==> config.mk <==
export PLATFORM = sky130hd
export DESIGN_NAME = led_pattern_engine
export DESIGN_NICKNAME = d
export VERILOG_FILES = /design/src/rtl/led_pkg.sv /design/src/rtl/led_tick_gen.sv /design/src/rtl/led_pattern_engine.sv
export SDC_FILE = /design/constraint.sdc
export NUM_CORES = 1
export LEC_CHECK = 0
export BUFFER_PORTS_ARGS = -buffer_cell sky130_fd_sc_hd__buf_2
export CAP_MARGIN = 10
export CORE_MARGIN = 2
export CORE_UTILIZATION = 60
export CTS_CLUSTER_DIAMETER = 120
export DETAILED_ROUTE_END_ITERATION = 16
export GPL_TIMING_DRIVEN = 0
export PLACE_DENSITY = 0.84
export SETUP_SLACK_MARGIN = 0.3
export SLEW_MARGIN = 0
export SYNTH_ARGS = -nofsm -noshare
export SYNTH_HDL_FRONTEND = slang
export SYNTH_SLANG_ARGS = --single-unit
==> constraint.sdc <==
create_clock -name clk -period 3.5 [get_ports clk]
set_input_delay 0.7 -clock clk [delete_from_list [all_inputs] [get_ports clk]]
set_output_delay 0.7 -clock clk [all_outputs]
set_load 0.02 [all_outputs]
==> src/rtl/led_pkg.sv <==
// Shared encodings for the LED pattern engine: animation modes and bounce direction.
package led_pkg;

    localparam logic [1:0] MODE_ROT_L   = 2'b00;
    localparam logic [1:0] MODE_ROT_R   = 2'b01;
    localparam logic [1:0] MODE_BOUNCE  = 2'b10;
    localparam logic [1:0] MODE_JOHNSON = 2'b11;

    typedef enum logic {
        DIR_LEFT  = 1'b0,
        DIR_RIGHT = 1'b1
    } dir_t;

endpackage

==> src/rtl/led_tick_gen.sv <==
// Step-rate prescaler: emits a one-cycle tick every max(TICK_DIV >> speed_sel, 1) enabled cycles.
module led_tick_gen #(
    parameter int TICK_DIV = 25_000_000
) (
    input  logic       clk,
    input  logic       rst_n,
    input  logic       enable,
    input  logic       clear,
    input  logic [1:0] speed_sel,
    output logic       tick
);

    localparam int CW = $clog2(TICK_DIV + 1);
    localparam logic [CW-1:0] DIV = CW'(TICK_DIV);

    logic [CW-1:0] count;
    logic [CW-1:0] shifted;
    logic [CW-1:0] period;
    logic          wrap;

    // Using >= rather than == lets a mid-count speed-up wrap on the very next edge.
    always_comb begin
        shifted = DIV >> speed_sel;
        period  = (shifted == '0) ? CW'(1) : shifted;
        wrap    = (count >= period - CW'(1));
    end

    assign tick = enable && !clear && wrap;

    always_ff @(posedge clk or negedge rst_n) begin
        if (!rst_n) begin
            count <= '0;
        end else if (clear) begin
            count <= '0;
        end else if (enable) begin
            if (wrap) count <= '0;
            else      count <= count + CW'(1);
        end
    end

endmodule

==> src/rtl/led_pattern_engine.sv <==
// WIDTH-bit LED animator: rotate left/right, bounce and Johnson fill/drain,
// stepped by led_tick_gen, with pause and a synchronous pattern load that overrides stepping.
module led_pattern_engine #(
    parameter int               WIDTH        = 8,
    parameter int               TICK_DIV     = 25_000_000,
    parameter logic [WIDTH-1:0] INIT_PATTERN = WIDTH'('h1F)
) (
    input  logic             clk,
    input  logic             rst_n,
    input  logic             enable,
    input  logic [1:0]       mode,
    input  logic [1:0]       speed_sel,
    input  logic             load,
    input  logic [WIDTH-1:0] load_data,
    output logic [WIDTH-1:0] leds,
    output logic             step_pulse
);

    import led_pkg::*;

    logic             tick;
    dir_t             dir;
    dir_t             next_dir;
    logic [WIDTH-1:0] next_leds;
    logic [WIDTH-1:0] rot_l;
    logic [WIDTH-1:0] rot_r;

    led_tick_gen #(
        .TICK_DIV (TICK_DIV)
    ) u_tick_gen (
        .clk       (clk),
        .rst_n     (rst_n),
        .enable    (enable),
        .clear     (load),
        .speed_sel (speed_sel),
        .tick      (tick)
    );

    assign rot_l = {leds[WIDTH-2:0], leds[WIDTH-1]};
    assign rot_r = {leds[0], leds[WIDTH-1:1]};

    // Bounce looks at the pre-step value so the end LED is shown once before reversing.
    always_comb begin
        next_leds = leds;
        next_dir  = DIR_LEFT;
        case (mode)
            MODE_ROT_L: next_leds = rot_l;
            MODE_ROT_R: next_leds = rot_r;
            MODE_BOUNCE: begin
                if (dir == DIR_LEFT && leds[WIDTH-1]) begin
                    next_dir  = DIR_RIGHT;
                    next_leds = rot_r;
                end else if (dir == DIR_RIGHT && leds[0]) begin
                    next_dir  = DIR_LEFT;
                    next_leds = rot_l;
                end else begin
                    next_dir  = dir;
                    next_leds = (dir == DIR_LEFT) ? rot_l : rot_r;
                end
            end
            default: next_leds = {leds[WIDTH-2:0], ~leds[WIDTH-1]};
        endcase
    end

    always_ff @(posedge clk or negedge rst_n) begin
        if (!rst_n) begin
            leds       <= INIT_PATTERN;
            dir        <= DIR_LEFT;
            step_pulse <= 1'b0;
        end else if (load) begin
            leds       <= load_data;
            dir        <= DIR_LEFT;
            step_pulse <= 1'b0;
        end else begin
            step_pulse <= tick;
            if (tick) leds <= next_leds;
            if (mode != MODE_BOUNCE) dir <= DIR_LEFT;
            else if (tick)           dir <= next_dir;
        end
    end

endmodule

==> results.md <==
Route:
- Dividing the detail-routed wire length by the instance count gives 18.49 microns.
- The count of unresolved DRC violations after routing is 0.
- The starting DRC count in detailed routing is 232.
- The via density per instance is 6.601.
- The via count is 2733.
- The first-pass iteration count of the detailed router is 5.
- The total wire length is 7656 microns.
- In this run the remaining antenna-violating nets after routing total 0.

Pwr:
- The analysis attributes to cell leakage a power of 1.449 nW.
- The switching component of the power is 0.2765 mW.
- The combinational cell fraction of total power is 19.0%.
- The worst ir drop on vdd is 0.2704 mV.
- Of the total power, the clock network draws 34.0%.
- Power comes to 0.9191 mW.
- The internal power of the cells totals 0.6426 mW.
- The proportion of total power due to net switching is 30.08%.
- The share of total power in sequential cells is 47.0%.
- The power density relative to cell area is 289.0 nW/um^2.

STA:
- The highest clock frequency the design can meet is 318.6 MHz.
- Setup violations remaining at the end of the flow were counted as 0.
- The final count of hold timing violations is 0.
- The final clock period utilization by the worst path is 89.67%.
- The worst path in the final design needs a cycle of 3.139 ns, including I/O delays and setup.
- The worst clock skew is 0.008843 ns.
- The worst max-slew margin expressed relative to the limit is 35.26%.
- The total count of max-transition violations in the final report is 0.
- Setup repair after global routing left no endpoint under its margin.
- For the pin with the worst max-slew slack, the measured transition is 0.9622 ns.

Yosys:
- Synthesis produced a netlist whose cell count is 322.
- Summing every instance area after synthesis gives 2741 sq um.
- The leading register cell type out of synthesis is sky130_fd_sc_hd__dfrtp_1.
- The netlist uses 60 different library cells.
- Sequential cells were found to cover 32.18% of the synthesized design area.
- sky130_fd_sc_hd__nand2_1 is the most common cell in the netlist.
- The share of synthesized flip-flops with an asynchronous set or reset is 100.0%.
- The commonest cells after synthesis are 39 x sky130_fd_sc_hd__nand2_1, 30 x sky130_fd_sc_hd__dfrtp_1, 22 x sky130_fd_sc_hd__ha_1.
- The mean instance size in the synthesized netlist is 8.514 sq um.
- The total number of yosys warnings is 0.
- The number of flops mapped to enable cells by yosys is 0.
- After synthesis the netlist holds a flip-flop and latch count of 35.
- Sorting the synthesized cells by area gives the leading types as sky130_fd_sc_hd__dfrtp_1 27%, sky130_fd_sc_hd__ha_1 10%, sky130_fd_sc_hd__nand2_1 5.3%, sky130_fd_sc_hd__dfstp_2 4.8%, sky130_fd_sc_hd__a32o_1 3.3%.
- The area share of the largest cell type after synthesis is 27.38%.
- The cell type contributing the most total cell area after synthesis is sky130_fd_sc_hd__dfrtp_1.

Clock network:
- The number of sinks on the clock net is 35.
- The longest clock path from root to sink contains 2 buffers.
- The clock tree root driver cell is sky130_fd_sc_hd__clkbuf_8.
- After clock tree synthesis, the flow added hold-fix buffers numbering 0.
- The number of buffers created by CTS is 5.
- The CTS tree is built.
- The H-tree depth reported by CTS is 2.
- For the worst-skew pair, the clock arrives at the later sink with an insertion delay of 0.29 ns.
- The clock-pin slew on the worst setup and hold paths is 0.08 ns.

Setup path:
- The minimum setup slack among reg-to-reg paths is 0.71 ns.
- The endpoint of the lowest-slack register-to-register path is u_tick_gen.count[6].
- The worst-case reg-to-reg path depth is 9.
- STA classifies the critical path startpoint as an input port.
- The launching point of the worst reg2reg path is u_tick_gen.count[0].
- The critical path contains buffers and inverters numbering 3 combined.
- The required time reported for the critical path endpoint is 3.72 ns.
- The kind of cell adding the most delay to the critical path is compound AO/OA/AOI/OAI gates.
- STA puts the critical path data arrival time at 3.36 ns.
- The critical path goes through clkbuf_4 > inv_2 > nor2_4 > ha_4 > ha_2 > a211o_1 > a211o_1 > a211oi_4 > buf_6 > o211ai_4 > or4_1 > o21ai_1.
- The critical path in this run is classified as input port to flip-flop.
- The kind of end point of the critical path is a flip-flop.
- The total stage count of the critical path is 12.
- The critical-path cell with the highest stage delay is sky130_fd_sc_hd__or4_1.
- The peak fanout along the critical path is 6.
- The largest stage delay on the critical path is 0.54 ns.
- Among the stages of the critical path, the cell type that occurs most often is sky130_fd_sc_hd__a211o_1.

Layout:
- The number of antenna repair diodes is 0.
- Once layout is complete, the utilization of the core stands at 72.55%.
- The post-route netlist has 21.27% of its cells at a drive strength greater than 1.
- The storage element area is 882.1 sq um.
- The layout has 345 filler cells.
- The area used by multi-input combinational logic is 1814 sq um.
- The area of all placed cells without fillers is 3181 sq um.
- The number of nets in the finished design is 399.
- The synthesis-to-finish area growth is 16.02%.

Min path:
- The worst hold-check path type is input port to asynchronous set/reset pin.

Floorplanning:
- The starting density of the core is 62.53%.
- In this run the standard cell core region covers 4384 sq um.
- The die area is 5126 sq um.
- The floorplan step set the die width to 71.60 microns.
- The vertical die dimension is 71.60 microns.
- The number of standard-cell rows in the floorplan is 24.
- 25 I/O pins were placed.

Placed design:
- The post-detailed-placement half-perimeter wirelength is 5191 microns.
- The total placed instance area is 2920 sq um.
- The congestion estimate from routability-driven global placement came to 0.9114.
- The port buffer count is 22.

Run:
- Across the run, the number of max-cap violations was 0.

Run status:
- The run finished with clean final reports.

Global routing:
- The initial antenna violation count is 0.
- The overflow left after global routing is 0.
- The number of global-route vias before repair is 2536.
- Global routing consumed, over all layers together, 29.74% of the routing resources.
- Entering global routing, the biggest net connects 36 pins.
- The first-pass GRT wire length is 12070 microns.
## power by group through the flow
stage	clock, mW	sequential, mW	combinational, mW
6_report	0.312	0.432	0.175
5_1_grt	0.329	0.433	0.191
4_1_cts	0.313	0.432	0.158
3_5_place_dp	0	0.439	0.155
3_3_place_gp	0	0.439	0.151
2_1_floorplan	0	0.448	0.0905
## registers in the layout (all words and copies together) (netlist names)
name and cells:
step_pulse 1, u_tick_gen.count 25, leds 8, dir 1
## timing repair
action / in CTS / in global routing
pin swaps: 1 / 7
gates resized for setup: 4 / 25
gates cloned: 0 / 2
endpoints found under the setup margin: 34 / 34
buffers inserted: 1 / 6
## cell type report
cell class                      count  area share (%)
Timing Repair Buffer               30           5.468
Inverter                           17           2.006
Buffer                             20           2.832
Sequential cell                    35           27.73
Tap cell                           52           2.046
Multi-Input combinational cell    252           57.04
Clock buffer                        7           2.714
Clock inverter                      1          0.1574
## cell families after synthesis
kind of cell	Yosys count	synth area share, %
DFF	35	32.18
AOI/OAI and AO/OA	97	27.07
and+or+nand+nor	118	20.99
muxes	6	2.328
xor gates and xnor gates	5	1.597
buffers and inverters	37	5.522
adders and majority gates	22	10.04
other	2	0.2739
## placed cells by master, fill, tap and decap left out, types with 5 or more instances in the layout
cell	instances
sky130_fd_sc_hd__buf_4	8
sky130_fd_sc_hd__dfstp_2	5
sky130_fd_sc_hd__inv_1	13
sky130_fd_sc_hd__a32o_1	9
sky130_fd_sc_hd__nand2_1	37
sky130_fd_sc_hd__nor2_1	16
sky130_fd_sc_hd__and3_1	6
sky130_fd_sc_hd__a31o_2	5
sky130_fd_sc_hd__clkbuf_1	17
sky130_fd_sc_hd__ha_1	18
sky130_fd_sc_hd__nand4_1	9
sky130_fd_sc_hd__a21oi_1	10
sky130_fd_sc_hd__nor3_1	9
sky130_fd_sc_hd__o21ai_0	14
sky130_fd_sc_hd__nand3_1	18
sky130_fd_sc_hd__clkbuf_8	6
sky130_fd_sc_hd__dfrtp_1	30
sky130_fd_sc_hd__o31ai_1	8
sky130_fd_sc_hd__buf_2	22
## metal layers
metal | wire length (microns) | GRT usage [%] | vias to the layer above
met4 | 88 | 9.015 | 0
met3 | 503 | 5.485 | 10
met5 | 0 | 0 | -
li1 | - | - | 1297
met1 | 3334 | 40.44 | 1320
met2 | 3730 | 48.56 | 106
## worst max-delay path by stage
| stage | start | end | slack (ns) |
|---|---|---|---|
| global route | speed_sel[0] | u_tick_gen.count[6] | 0.26 |
| global placement | speed_sel[0] | u_tick_gen.count[16] | -0.30 |
| CTS | speed_sel[1] | leds[5] | 0.32 |
| detailed placement | speed_sel[0] | u_tick_gen.count[21] | -0.36 |
| finish | speed_sel[0] | u_tick_gen.count[6] | 0.36 |
| floorplan | speed_sel[1] | u_tick_gen.count[6] | 0.31 |
## through the flow
stage	hold WS, ns	setup TNS (ns)	setup slack (ns)	instances
2_1_floorplan	0.4044	0	0.3099	323
3_3_place_gp	0.5604	-6.743	-0.3000	397
3_5_place_dp	0.5724	-8.183	-0.3587	397
4_1_cts	0.5138	0	0.3179	406
5_1_grt	0.5615	0	0.2579	414
6_report	0.4905	0	0.3615	414
Power figures use the tool's default switching activity.
